<file path="src/rtl/act_interp_pipe.sv">
// act_interp_pipe
//   Three-stage, multi-lane linear interpolator for the piecewise-linear
//   activation units. Per lane it computes
//     base + ((next_data - base) * remaining [+ 2^(FRAC_W-1)]) >>> FRAC_W
//   with a full-precision difference, so the result never wraps.
//   All lanes share one valid/ready handshake. The whole pipe stalls when
//   the output is held by the consumer.
//
// Parameters
//   DATA_W  signed width of base / next_data / result
//   FRAC_W  unsigned width of remaining (>= 1)
//   LANES   number of independent lanes
//   ROUND   0 = floor, 1 = round-half-up
//
// Ports
//   clk                 rising-edge clock
//   rst                 synchronous active-high reset
//   in_valid/in_ready   input handshake
//   base, next_data     LANES x DATA_W signed samples, lane i at [i*DATA_W +: DATA_W]
//   remaining           LANES x FRAC_W unsigned fraction
//   out_valid/out_ready output handshake
//   interpolated_value  LANES x DATA_W signed results
module act_interp_pipe #(
    parameter int unsigned DATA_W = 8,
    parameter int unsigned FRAC_W = 4,
    parameter int unsigned LANES  = 1,
    parameter int unsigned ROUND  = 0
) (
    input  logic                      clk,
    input  logic                      rst,
    input  logic                      in_valid,
    output logic                      in_ready,
    input  logic [LANES*DATA_W-1:0]   base,
    input  logic [LANES*DATA_W-1:0]   next_data,
    input  logic [LANES*FRAC_W-1:0]   remaining,
    output logic                      out_valid,
    input  logic                      out_ready,
    output logic [LANES*DATA_W-1:0]   interpolated_value
);

    // Product width: (DATA_W+1)-bit difference times (FRAC_W+1)-bit fraction.
    localparam int unsigned PW = DATA_W + FRAC_W + 2;
    localparam logic signed [PW-1:0] RND = (ROUND != 0) ? PW'(1 << (FRAC_W - 1)) : PW'(0);

    logic adv;

    logic v1_q, v2_q, v3_q;

    logic signed [DATA_W-1:0] b1_d   [LANES];
    logic signed [DATA_W-1:0] n1_d   [LANES];
    logic signed [DATA_W:0]   d1_d   [LANES];
    logic signed [FRAC_W:0]   r1_d   [LANES];
    logic signed [PW-1:0]     p2_d   [LANES];
    logic signed [DATA_W+1:0] sum3_d [LANES];
    logic signed [DATA_W-1:0] y3_d   [LANES];

    logic signed [DATA_W:0]   d1_q [LANES];
    logic signed [DATA_W-1:0] b1_q [LANES];
    logic signed [FRAC_W:0]   r1_q [LANES];
    logic signed [PW-1:0]     p2_q [LANES];
    logic signed [DATA_W-1:0] b2_q [LANES];
    logic signed [DATA_W-1:0] y3_q [LANES];

    always_comb begin
        adv = out_ready | ~v3_q;
        for (int unsigned i = 0; i < LANES; i++) begin
            b1_d[i] = $signed(base[i*DATA_W +: DATA_W]);
            n1_d[i] = $signed(next_data[i*DATA_W +: DATA_W]);
            // One extra bit so next - base cannot wrap.
            d1_d[i] = $signed({n1_d[i][DATA_W-1], n1_d[i]}) - $signed({b1_d[i][DATA_W-1], b1_d[i]});
            r1_d[i] = $signed({1'b0, remaining[i*FRAC_W +: FRAC_W]});
            p2_d[i] = $signed({{(FRAC_W+1){d1_q[i][DATA_W]}}, d1_q[i]})
                    * $signed({{(DATA_W+1){r1_q[i][FRAC_W]}}, r1_q[i]})
                    + RND;
            // Upper PW-FRAC_W bits of p are exactly p >>> FRAC_W.
            sum3_d[i] = $signed({{2{b2_q[i][DATA_W-1]}}, b2_q[i]})
                      + $signed(p2_q[i][PW-1:FRAC_W]);
            // Result is bounded by base and next_data, so truncation is lossless.
            y3_d[i] = DATA_W'(sum3_d[i]);
        end
    end

    always_ff @(posedge clk) begin
        if (rst) begin
            v1_q <= 1'b0;
            v2_q <= 1'b0;
            v3_q <= 1'b0;
            for (int unsigned i = 0; i < LANES; i++) begin
                d1_q[i] <= '0;
                b1_q[i] <= '0;
                r1_q[i] <= '0;
                p2_q[i] <= '0;
                b2_q[i] <= '0;
                y3_q[i] <= '0;
            end
        end else if (adv) begin
            v1_q <= in_valid;
            v2_q <= v1_q;
            v3_q <= v2_q;
            for (int unsigned i = 0; i < LANES; i++) begin
                d1_q[i] <= d1_d[i];
                b1_q[i] <= b1_d[i];
                r1_q[i] <= r1_d[i];
                p2_q[i] <= p2_d[i];
                b2_q[i] <= b1_q[i];
                y3_q[i] <= y3_d[i];
            end
        end
    end

    always_comb begin
        in_ready           = adv;
        out_valid          = v3_q;
        interpolated_value = '0;
        for (int unsigned i = 0; i < LANES; i++) begin
            interpolated_value[i*DATA_W +: DATA_W] = y3_q[i];
        end
    end

endmodule

</file>
<file path="config.mk">
export PLATFORM = sky130hd
export DESIGN_NAME = act_interp_pipe
export DESIGN_NICKNAME = d
export VERILOG_FILES = /design/src/rtl/act_interp_pipe.sv
export SDC_FILE = /design/constraint.sdc
export NUM_CORES = 1
export LEC_CHECK = 0
export CAP_MARGIN = 20
export CORE_UTILIZATION = 58
export CTS_CLUSTER_DIAMETER = 40
export DETAILED_ROUTE_END_ITERATION = 10
export GPL_ROUTABILITY_DRIVEN = 0
export HOLD_SLACK_MARGIN = 0.12
export PLACE_DENSITY = 0.86
export SYNTH_ARGS = -nofsm -noshare
export SYNTH_HDL_FRONTEND = slang
export SYNTH_SLANG_ARGS = --single-unit
</file>
<file path="constraint.sdc">
create_clock -name clk -period 4.8 [get_ports clk]
set_input_delay 0.72 -clock clk [delete_from_list [all_inputs] [get_ports clk]]
set_output_delay 0.72 -clock clk [all_outputs]
set_load 0.03 [all_outputs]
</file>
; ---- Word level (Yosys, flattened, before mapping)
; Memory sizes are Yosys's and may differ from the RTL's.
; Index checks and enable logic that the tools add are counted.
[totals]
register_bits = 3
ramBits = 51
in_bits = 24
out_inout_bits = 10
word_cells = 37
n_memories = 6
[memory_table]
columns = memory, depth, width, read_ports, rd_clocked_by_memory_dff, write_ports, line_no
row1 = p2_q, 1, 14, 1, 0, 1, 60  ; logic signed [PW-1:0] p2_q [LANES];
row2 = d1_q, 1, 9, 1, 0, 1, 57  ; logic signed [DATA_W:0] d1_q [LANES];
row3 = b1_q, 1, 8, 1, 0, 1, 58  ; logic signed [DATA_W-1:0] b1_q [LANES];
row4 = b2_q, 1, 8, 1, 0, 1, 61  ; logic signed [DATA_W-1:0] b2_q [LANES];
row5 = y3_q, 1, 8, 1, 0, 1, 62  ; logic signed [DATA_W-1:0] y3_q [LANES];
row6 = r1_q, 1, 4, 1, 0, 1, 59  ; logic signed [FRAC_W:0] r1_q [LANES];
[op_classes]
n_addsub = 2
n_mul = 1
n_mux = 17
bitwise_logic = 2
n_reduce_logical = 6
[op_table]
columns = op, count
row1 = $mux W8, 3
row2 = $reduce_or A8 Y1, 3
row3 = $mul A9 B5 Y14, 1
row4 = $mux W14, 1
row5 = $reduce_or A14 Y1, 1
row6 = $mux W1, 11
row7 = $mux W9, 1
row8 = $reduce_or A9 Y1, 1
row9 = $sub A8 B8 Y9, 1
row10 = $add A8 B8 Y8, 1
row11 = $mux W4, 1
row12 = $reduce_or A4 Y1, 1
row13 = $not A1 Y1, 1
row14 = $or A1 B1 Y1, 1

; ---- Longest topological paths before layout
; Gate-level depths: netlist of the first run.
[depth]
word_depth = 7
mapped_depth = 13
depth_no_buf = 12

; ---- Worst setup path before layout of the first run
; Ideal clock, no wire load.
[synth_timing]
path_type = reg-to-reg
startpoint = memory r1_q[0][2] (netlist name)
endpoint = memory p2_q[0][10] (netlist name) (data pin)
setup_time_ps = 260
arrival_time_ps = 3253
required_time_ps = 4540
path_slack_ps = 1286
path_stages_with_launch = 14
n_path_buf = 1
synth_period_minus_slack_ps = 3514
cell_sequence = edfxtp_1 clkbuf_1 and2_1 ha_1 fa_1 inv_1 fa_1 inv_1 ha_1 a21oi_1 nand2_1 nor4b_1 o21bai_1 mux2i_1
[synth_via]
elab_chain_len = 3
[synth_lines]
columns = item, line_no
row1 = from (decl), 59
row2 = $mem_v2 Z1 W4, n/a
row3 = $mul A9 B5 Y14, 73  ; * $signed({{(DATA_W+1){r1_q[i][FRAC_W]}}, r1_q[i]})
row4 = $mux W14 (no source line), n/a
row5 = to (decl), 60
; No other way between the ends.

; ---- Worst setup path in the final report of the first run
; Ends and elaborated chain as after synthesis.

==> metrics.txt, run 1 <==
synthesized flop and latch total 48; Leakage 1.84 nW; total iterations of the first detailed-routing run 4; outcome finished clean; Synth Area in Simple Gates 20.6%; XOR/XNOR Fraction of Synth Area 2.70%; Most used DFF post-synth edfxtp_1; final core occ 69.3%; Final Hold Viols 0; Post-synth EDFFs 45; ANT cells 0; I/O Buffers 33; TritonCTS clock tree built; CP Capture Type flop; Routed Antenna Nets 0; clock power share 27.3%; full die area 6480 um^2; crit path kind flop to flop; Vias/cell 5.59; total CTS buffers 5; via count 2566; WL per Instance 14.8 um; largest net degree at the start of global routing 46; vias in the first global route 2525; Hold Buf Count CTS 0; f_max 0.265 GHz; total track usage 23.1%; die height 80.5 um; period utilisation layout 78.6%; CP Buf/Inv Count 2; initial antenna violation count 0; max-cap violation count 0; clock skew 6.49 ps; post-CTS setup buffers 0; Yosys Warn Count 0; crit start category flop; crit path cell chain and2_1, ha_1, fa_1, inv_1, fa_1, inv_1, ha_1, a21oi_1, nand2_1, nor4b_1, o21bai_1, mux2i_1; CTS Sinks 48; gr ovfl total 0; Seq/Total Area, Yosys 39.5%; mux share of post-synthesis cell area 1.68%; Die Width 80.5 um; initial core utilization 60.4%; Yosys cell types 47; layout cells sized above 1 3.65%; CTS root buf clkbuf_8; DRC 0; Multi-input gate area 1930 um^2; Crit Path Max Fanout 10; Post-Route WL 6780 um; largest family of logic cells by synthesized area adder cells; io pins 34; Slowest Stage Delay on Critical Path 530 ps; Post-Syn Area 3570 um^2; Area Growth Syn to Fin 14.8%; ys async rst share 0%; Worst-Skew Late Latency 300 ps; actual transition at the worst max-transition pin 573 ps; Post-Synth Adder-Cell Area 21.4%; Switching Power 0.000323 W; fin. max-slew vios 0; Pwr Density 270 nW/um^2; Final setup viols 0; sequential power share 47.7%; first-pass GRT wire length 11300 um; nets 458; R2R Setup Slk 1030 ps; htree depth 2; post-DP HPWL 5070 um; Synth Instances 351; total core area 5920 um^2; fin crit period 3770 ps; Mapped Nets 426; internal power 0.000787 W; Resized cells post-CTS 0; Rows 28; CP max stage cell edfxtp_1; Worst-path clk slew 90 ps; Iteration-0 DRC Markers 151; Hold Crit Class flop to flop; combinational power share 25.0%; FILL cells 463; slew margin rel. 61.8%; storage element area 1410 um^2; unrepaired setup endpoints after global routing no; Sw Share 29.1%; WP data required 4860 ps; Largest delay share family, worst path adder cells; Bufs on Longest Clock Path 2; average cell area after synthesis 10.2 um^2; WP data arrival 3840 ps; peak supply drop 0.000177 V; Total Neg Setup Slack 0 ps; Compound-Gate Fraction of Synth Area 7.63%
==> cell usage after synthesis, types with 4 or more instances <==
cell,number,area (um^2)
inv_1,49,184
edfxtp_1,45,1350
and2_1,40,250
ha_1,34,425
nor2_1,26,97.6
nand2_1,19,71.3
fa_1,17,340
nor3_1,11,55.1
a21oi_1,9,45.0
nand3_1,8,40.0
or3_1,8,50.1
nor2b_1,7,43.8
o21ai_0,7,35.0
xnor2_1,7,61.3
mux2i_1,6,60.1
o21a_1,5,37.5
clkbuf_1,4,15.0
nor3b_1,4,30.0
xor2_1,4,35.0
==> state kept, by name, summed over array words and instances (netlist names) <==
signal and flops:
b2_q 8, d1_q 9, b1_q 8, v1_q 1, y3_q 8, p2_q 8, v2_q 1, r1_q 4
out_valid 1
==> layout by cell type (no fill, tap or decap), types with 4 or more instances in the layout <==
cell type        instances
nor3b_1                  4
ha_1                    34
nor3_1                  11
clkbuf_8                 5
a21oi_1                  9
edfxtp_1                45
o21a_1                   5
nand3_1                  8
inv_1                   49
and2_1                  40
nor2b_1                  7
clkdlybuf4s50_1         33
mux2i_1                  6
nand2_1                 19
xnor2_1                  7
nor2_1                  26
fa_1                    17
or3_1                    8
xor2_1                   4
o21ai_0                  7
==> cell type report <==
cell class / count / area share (%)
Multi-Input combinational cell: 244 / 47.1
Sequential cell: 48 / 34.4
Timing Repair Buffer: 35 / 8.91
Inverter: 49 / 4.48
Tap cell: 75 / 2.29
Clock buffer: 5 / 1.68
Clock inverter: 3 / 1.13
==> power by group through the flow <==
stage                     Clock, W  Combinational [W]  Sequential, W
final                     0.000303           0.000277       0.000529
after global routing      0.000320           0.000312       0.000533
after CTS                 0.000305           0.000277       0.000529
after detailed placement         0           0.000274       0.000539
after global placement           0           0.000262       0.000537
after floorplan                  0           0.000174       0.000549
==> worst min-delay path, cell delays in order, from the launching register on <==
cell and delay [ps]:
dfxtp_1 330, nor2_1 90, nor2_1 40
==> metrics by stage <==
step                std cells  worst slack [ps]  area, um^2  power, W  hold WS (ps)
floorplan                 351              1290        3570  0.000723           440
global placement          450              1150        3960  0.000800           454
detailed placement        450              1030        3960  0.000813           482
CTS                       458              1040        4080   0.00111           501
global route              459               787        4100   0.00117           527
finish                    459              1030        4100   0.00111           499
==> final timing paths <==
path | from | endpoint | cells past startpoint
worst max-delay path | r1_q[0][2] | p2_q[0][10] | 12
worst min-delay path | v2_q | out_valid | 2
worst min register to register | v2_q | out_valid | 2
worst max register to register | r1_q[0][2] | p2_q[0][10] | 12
==> metal layers <==
metal  vias to the layer above  track usage (%)  part of all wire [%]
met1                      1224             27.4                    44
met3                        13             3.98                   3.4
met2                        72             42.0                    51
li1                       1257                -                     -
met4                         0             7.14                   2.2
met5                         -                0                     0
==> kinds of logic (layout without fill, tap and decap cells) <==
family	count (synthesis)	count (layout)
buffers and inverters	59	92
flip-flops	48	48
adder cells (fa/ha/maj)	51	51
AO/OA/AOI/OAI	41	41
AND/OR/NAND/NOR	135	135
XOR/XNOR	11	11
multiplexers	6	6
Note: power is estimated with default switching activity, not from simulation.
==> run 2: changes to the inputs <==
==> constraint.sdc (replaced) <==
create_clock -name clk -period 3.62 [get_ports clk]
set_input_delay 0.543 -clock clk [delete_from_list [all_inputs] [get_ports clk]]
set_output_delay 0.543 -clock clk [all_outputs]
set_load 0.03 [all_outputs]
==> run 2 against run 1 <==
Effect of this change:
- routed wire length up 7.3%
- sequential cell count unchanged
- first-iteration DRC count up 25%
- combinational power up 52%
- non-clock buffer count up 5
- hold slack worse by 15 ps
- clock power up 14%
- core utilization up 3.5 points
- sequential share of layout area down 1.6 points
- setup slack worse by 970 ps
- sequential power up 33%
- critical path depth up 1
- critical path type unchanged
==> metrics.txt, run 2 (synthesis gave the netlist of run 1 again) <==
fin crit period 3570 ps; via count 2613; Iteration-0 DRC Markers 188; Largest register FFs 9; full die area 6480 um^2; total iterations of the first detailed-routing run 4; ANT cells 0; setup ws final 53.1 ps; Multi-input gate area 2130 um^2; layout cells sized above 1 10.3%; nets 463; Pwr Density 341 nW/um^2; Bufs on Longest Clock Path 2; CP Capture Type flop; crit path cell chain buf_6, and2_1, ha_4, fa_1, inv_1, fa_1, inv_1, ha_4, and4_1, nand2_1, o211ai_1, or3_1, mux2i_1; I/O Buffers 33; Post-DP Area 4000 um^2; Crit Path Max Fanout 6; Worst-Skew Late Latency 310 ps; total CTS buffers 5; crit start category flop; initial antenna violation count 0; max-cap violation count 0; initial core utilization 60.4%; outcome finished clean; total track usage 23.6%; period utilisation layout 98.5%; die height 80.5 um; Slowest Stage Delay on Critical Path 550 ps; Largest delay share family, worst path adder cells; peak supply drop 0.000193 V; Top reg by flops d1_q; actual transition at the worst max-transition pin 514 ps; final instance area 4310 um^2; storage element area 1410 um^2; vias in the first global route 2564; DRC 0; fin. max-slew vios 0; largest net degree at the start of global routing 32; DP Cell Count 455; WP data required 3780 ps; gr ovfl total 0; CP Buf/Inv Count 3; Die Width 80.5 um; Area Growth Syn to Fin 20.5%; WP data arrival 3730 ps; CTS root buf clkbuf_8; f_max 0.280 GHz; post-DP HPWL 5210 um; CTS Sinks 48; Final setup viols 0; Vias/cell 5.63; Post-Route WL 7270 um; Hold Crit Class flop to flop; slew margin rel. 65.5%; total core area 5920 um^2; unrepaired setup endpoints after global routing yes; Worst-path clk slew 90 ps; Total Neg Setup Slack 0 ps; Rows 28; clock skew 6.59 ps; io pins 34; htree depth 2; WL per Instance 15.7 um; TritonCTS clock tree built; Leakage 1.85 nW; FILL cells 418; crit path kind flop to flop; Final Hold Viols 0; Routed Antenna Nets 0; CP max stage cell fa_1; most frequent cells in the layout inv_1, edfxtp_1, and2_1; most common cell after layout, fill and taps aside inv_1; first-pass GRT wire length 11600 um; non-filler cells, final 464; DP Worst Slack -80.6 ps; Hold Buf Count CTS 0
## run 2: cell count changes in the layout (fill, tap and decap cells not counted), moves of 2 or more
cell | previous run | this run
a21oi_1 | 9 | 7
buf_4 | 1 | 5
buf_6 | 0 | 2
ha_1 | 34 | 23
ha_4 | 0 | 11
nor3_1 | 11 | 8
nor3_2 | 0 | 3
## run 2: metal layers
metal	routed length, um	up-vias	part of all wire, %	GRT usage [%]
met3	317	23	4.4	3.64
met4	216	0	3.0	6.79
li1	-	1269	-	-
met1	3000	1234	41	29.1
met5	0	-	0	0
met2	3740	87	51	42.3
## run 2: tightest hold or removal path: stages (launching register included)
cell and delay (ps):
dfxtp_1 330, nor2_1 50, nor2_1 70
## run 2: timing repair
action	4_1_cts	5_1_grt
hold endpoints to repair	0	0
gates cloned	0	0
resized for setup	4	23
buffers inserted	0	1
setup endpoints to repair	3	6
pin swaps	0	6
## run 2: layout make-up
| class | count | area share (%) |
|---|---|---|
| multi-input cells | 244 | 49.5 |
| inverters | 49 | 4.27 |
| clock buffers | 7 | 2.00 |
| repair buffers | 40 | 9.06 |
| flip-flops and latches | 48 | 32.8 |
| well taps | 75 | 2.18 |
| clock inverters | 1 | 0.203 |
## run 2: worst paths after layout
check | startpoint | endpoint | slack (ps) | depth (start not counted)
hold reg to reg | v2_q | out_valid | 480 | 2
hold / removal | v2_q | out_valid | 480 | 2
setup / recovery | r1_q[0][2] | p2_q[0][11] | 50 | 13
setup reg to reg | r1_q[0][2] | p2_q[0][11] | 50 | 13
## run 2: report_power, final
part           switching (W)  total, W  internal (W)
clock network       0.000188  0.000345      0.000157
registers          0.0000325  0.000702      0.000669
logic               0.000224  0.000421      0.000197
## run 2: metrics by stage
step | hold WS [ps] | total power, W | utilization, %
final | 484 | 0.00147 | 72.8
after CTS | 490 | 0.00142 | 69.4
after global routing | 527 | 0.00154 | 72.8
after global placement | 452 | 0.00107 | 67.5
after floorplan | 440 | 0.000958 | -
after detailed placement | 467 | 0.00108 | 67.5
==> RTL change, RTL diff (flow settings as in run 2) <==
Change the parameter `DATA_W` from 8 to 10.
--- a/src/rtl/act_interp_pipe.sv
+++ b/src/rtl/act_interp_pipe.sv
@@ -21,7 +21,7 @@
 //   out_valid/out_ready output handshake
 //   interpolated_value  LANES x DATA_W signed results
 module act_interp_pipe #(
-    parameter int unsigned DATA_W = 8,
+    parameter int unsigned DATA_W = 10,
     parameter int unsigned FRAC_W = 4,
     parameter int unsigned LANES  = 1,
     parameter int unsigned ROUND  = 0
Interface: changed (resized base, interpolated_value and next_data); port bits go from 34 to 40. The function was not compared with the original's and may differ.
==> RTL change against run 2 <==
The flow now finishes with violations (setup timing). Critical path depth unchanged. Area after synthesis increased by 18%. Setup slack got worse by 250 ps. Non-clock buffer count increased by 17. Total power increased by 34%. Clock skew increased by 4.2 ps. Sequential cell count increased by 10. Cell count increased by 22%. Global-route usage increased by 1.4 points. Clock power increased by 83%. Wire length increased by 25%. Final area increased by 21%. Sequential power increased by 20%. Sequential share of layout area increased by 0.12 points. Largest cell class unchanged.
==> RTL change: results (changes against run 2) <==
dr.pass1.iters: 5  # +1
setup_tns_ps: -954  # -954 ps
numCtsBuffers: 9  # +4
synth_enable_flop_cells: 55  # +22%
cts.clk_slew.worst_paths_ps: 60  # -30 ps
ys_types: 44  # -6.4%
grt_pass1_wl_um: 14200  # +23%
wl_met3_um: 380  # +20%
worst_slew_pin_slew_ps: 809  # +296 ps
crit_slowest_cell: "fa_2"
failed_checks: "setup timing"
port_buffers: 39  # +18%
cp_max_fo: 8  # +2
wl_met1_um: 3500  # +17%
leakage_nw: 2.32  # +25%
vdd_drop_max_mv: 0.272  # +41%
grt_max_degree: 38  # +19%
grt_pass1_vias: 3213  # +25%
synth_cells: 406  # +16%
place_area_mm2: 0.00485  # +21%
cts_resized: 7  # +3
post_cts_buffers: 2  # +2
dp_slack_ps: -170  # -89.3 ps
htreeDepth: 3  # +1
grt_use_total: 0.250  # +0.0144
nFillCells: 485  # +16%
dp.cells: 546  # +20%
insertion_delay_ps: 330  # +20 ps
place_hpwl_um: 6410  # +23%
drt-initial-drc-count: 205  # +9.0%
syn-num-nets: 497  # +17%
setup_slack_ps: -197  # -251 ps
route.met2.wl_um: 5040  # +35%
wirelength_um: 9070  # +25%
finalSetupViolCount: 8  # +8
status: "complete, but fails checks"
synth_seq_area_share: 0.404  # +0.00932
RTL change: cell count changes after synthesis, sizes merged, moves of 4 or more:
cell and change:
nor2 +16, and2 +11, edfxtp +10, ha +8
inv +8, nand3 -8, nand2 -7, or3 -7
xnor2 +7, nor3 +5, xor2 +5, fa +4
mux2i -4
RTL change: area by class of cell:
type,instances,share of cell area
Clock buffer,9,0.0238
Multi-Input combinational cell,281,0.464
Inverter,57,0.0411
Tap cell,96,0.0231
Timing Repair Buffer,57,0.103
Sequential cell,58,0.329
Clock inverter,7,0.0161
RTL change: cells by family (layout without fill, tap and decap cells):
family | count (synthesis) | in the layout | synth area share
mux | 2 | 2 | 0.00473
xor+xnor | 23 | 23 | 0.0476
buf+inv | 67 | 130 | 0.0600
flops | 58 | 58 | 0.404
simple gates | 146 | 146 | 0.185
compound gates | 47 | 47 | 0.0753
fa+ha+maj | 63 | 63 | 0.223
RTL change: tightest hold or removal path: stages, from the launching register on:
cell and delay [ps]:
dfxtp_1 340, nor2_1 50, nor2_1 70
RTL change: per-layer routing:
metal  vias up  global-route usage
li1       1476                   -
met1      1480               0.263
met5         -                   0
met2        98               0.481
met4         0               0.104
met3        17              0.0502
RTL change: worst min path at each step:
stage	endpoint	slack [ps]	cells after the start
final	out_valid$_SDFFE_PP0P_	500	2
after global routing	b2_q[0][5]$_SDFFCE_PN0P_	530	1
after CTS	out_valid$_SDFFE_PP0P_	500	2
after detailed placement	out_valid$_SDFFE_PP0P_	490	2
after global placement	out_valid$_SDFFE_PP0P_	460	2
after floorplan	out_valid$_SDFFE_PP0P_	440	2
RTL change: power breakdown:
part,leakage [nW],switching [mW],internal (mW)
registers,0.671,0.0360,0.806
logic,1.55,0.264,0.230
clock network,0.102,0.254,0.379
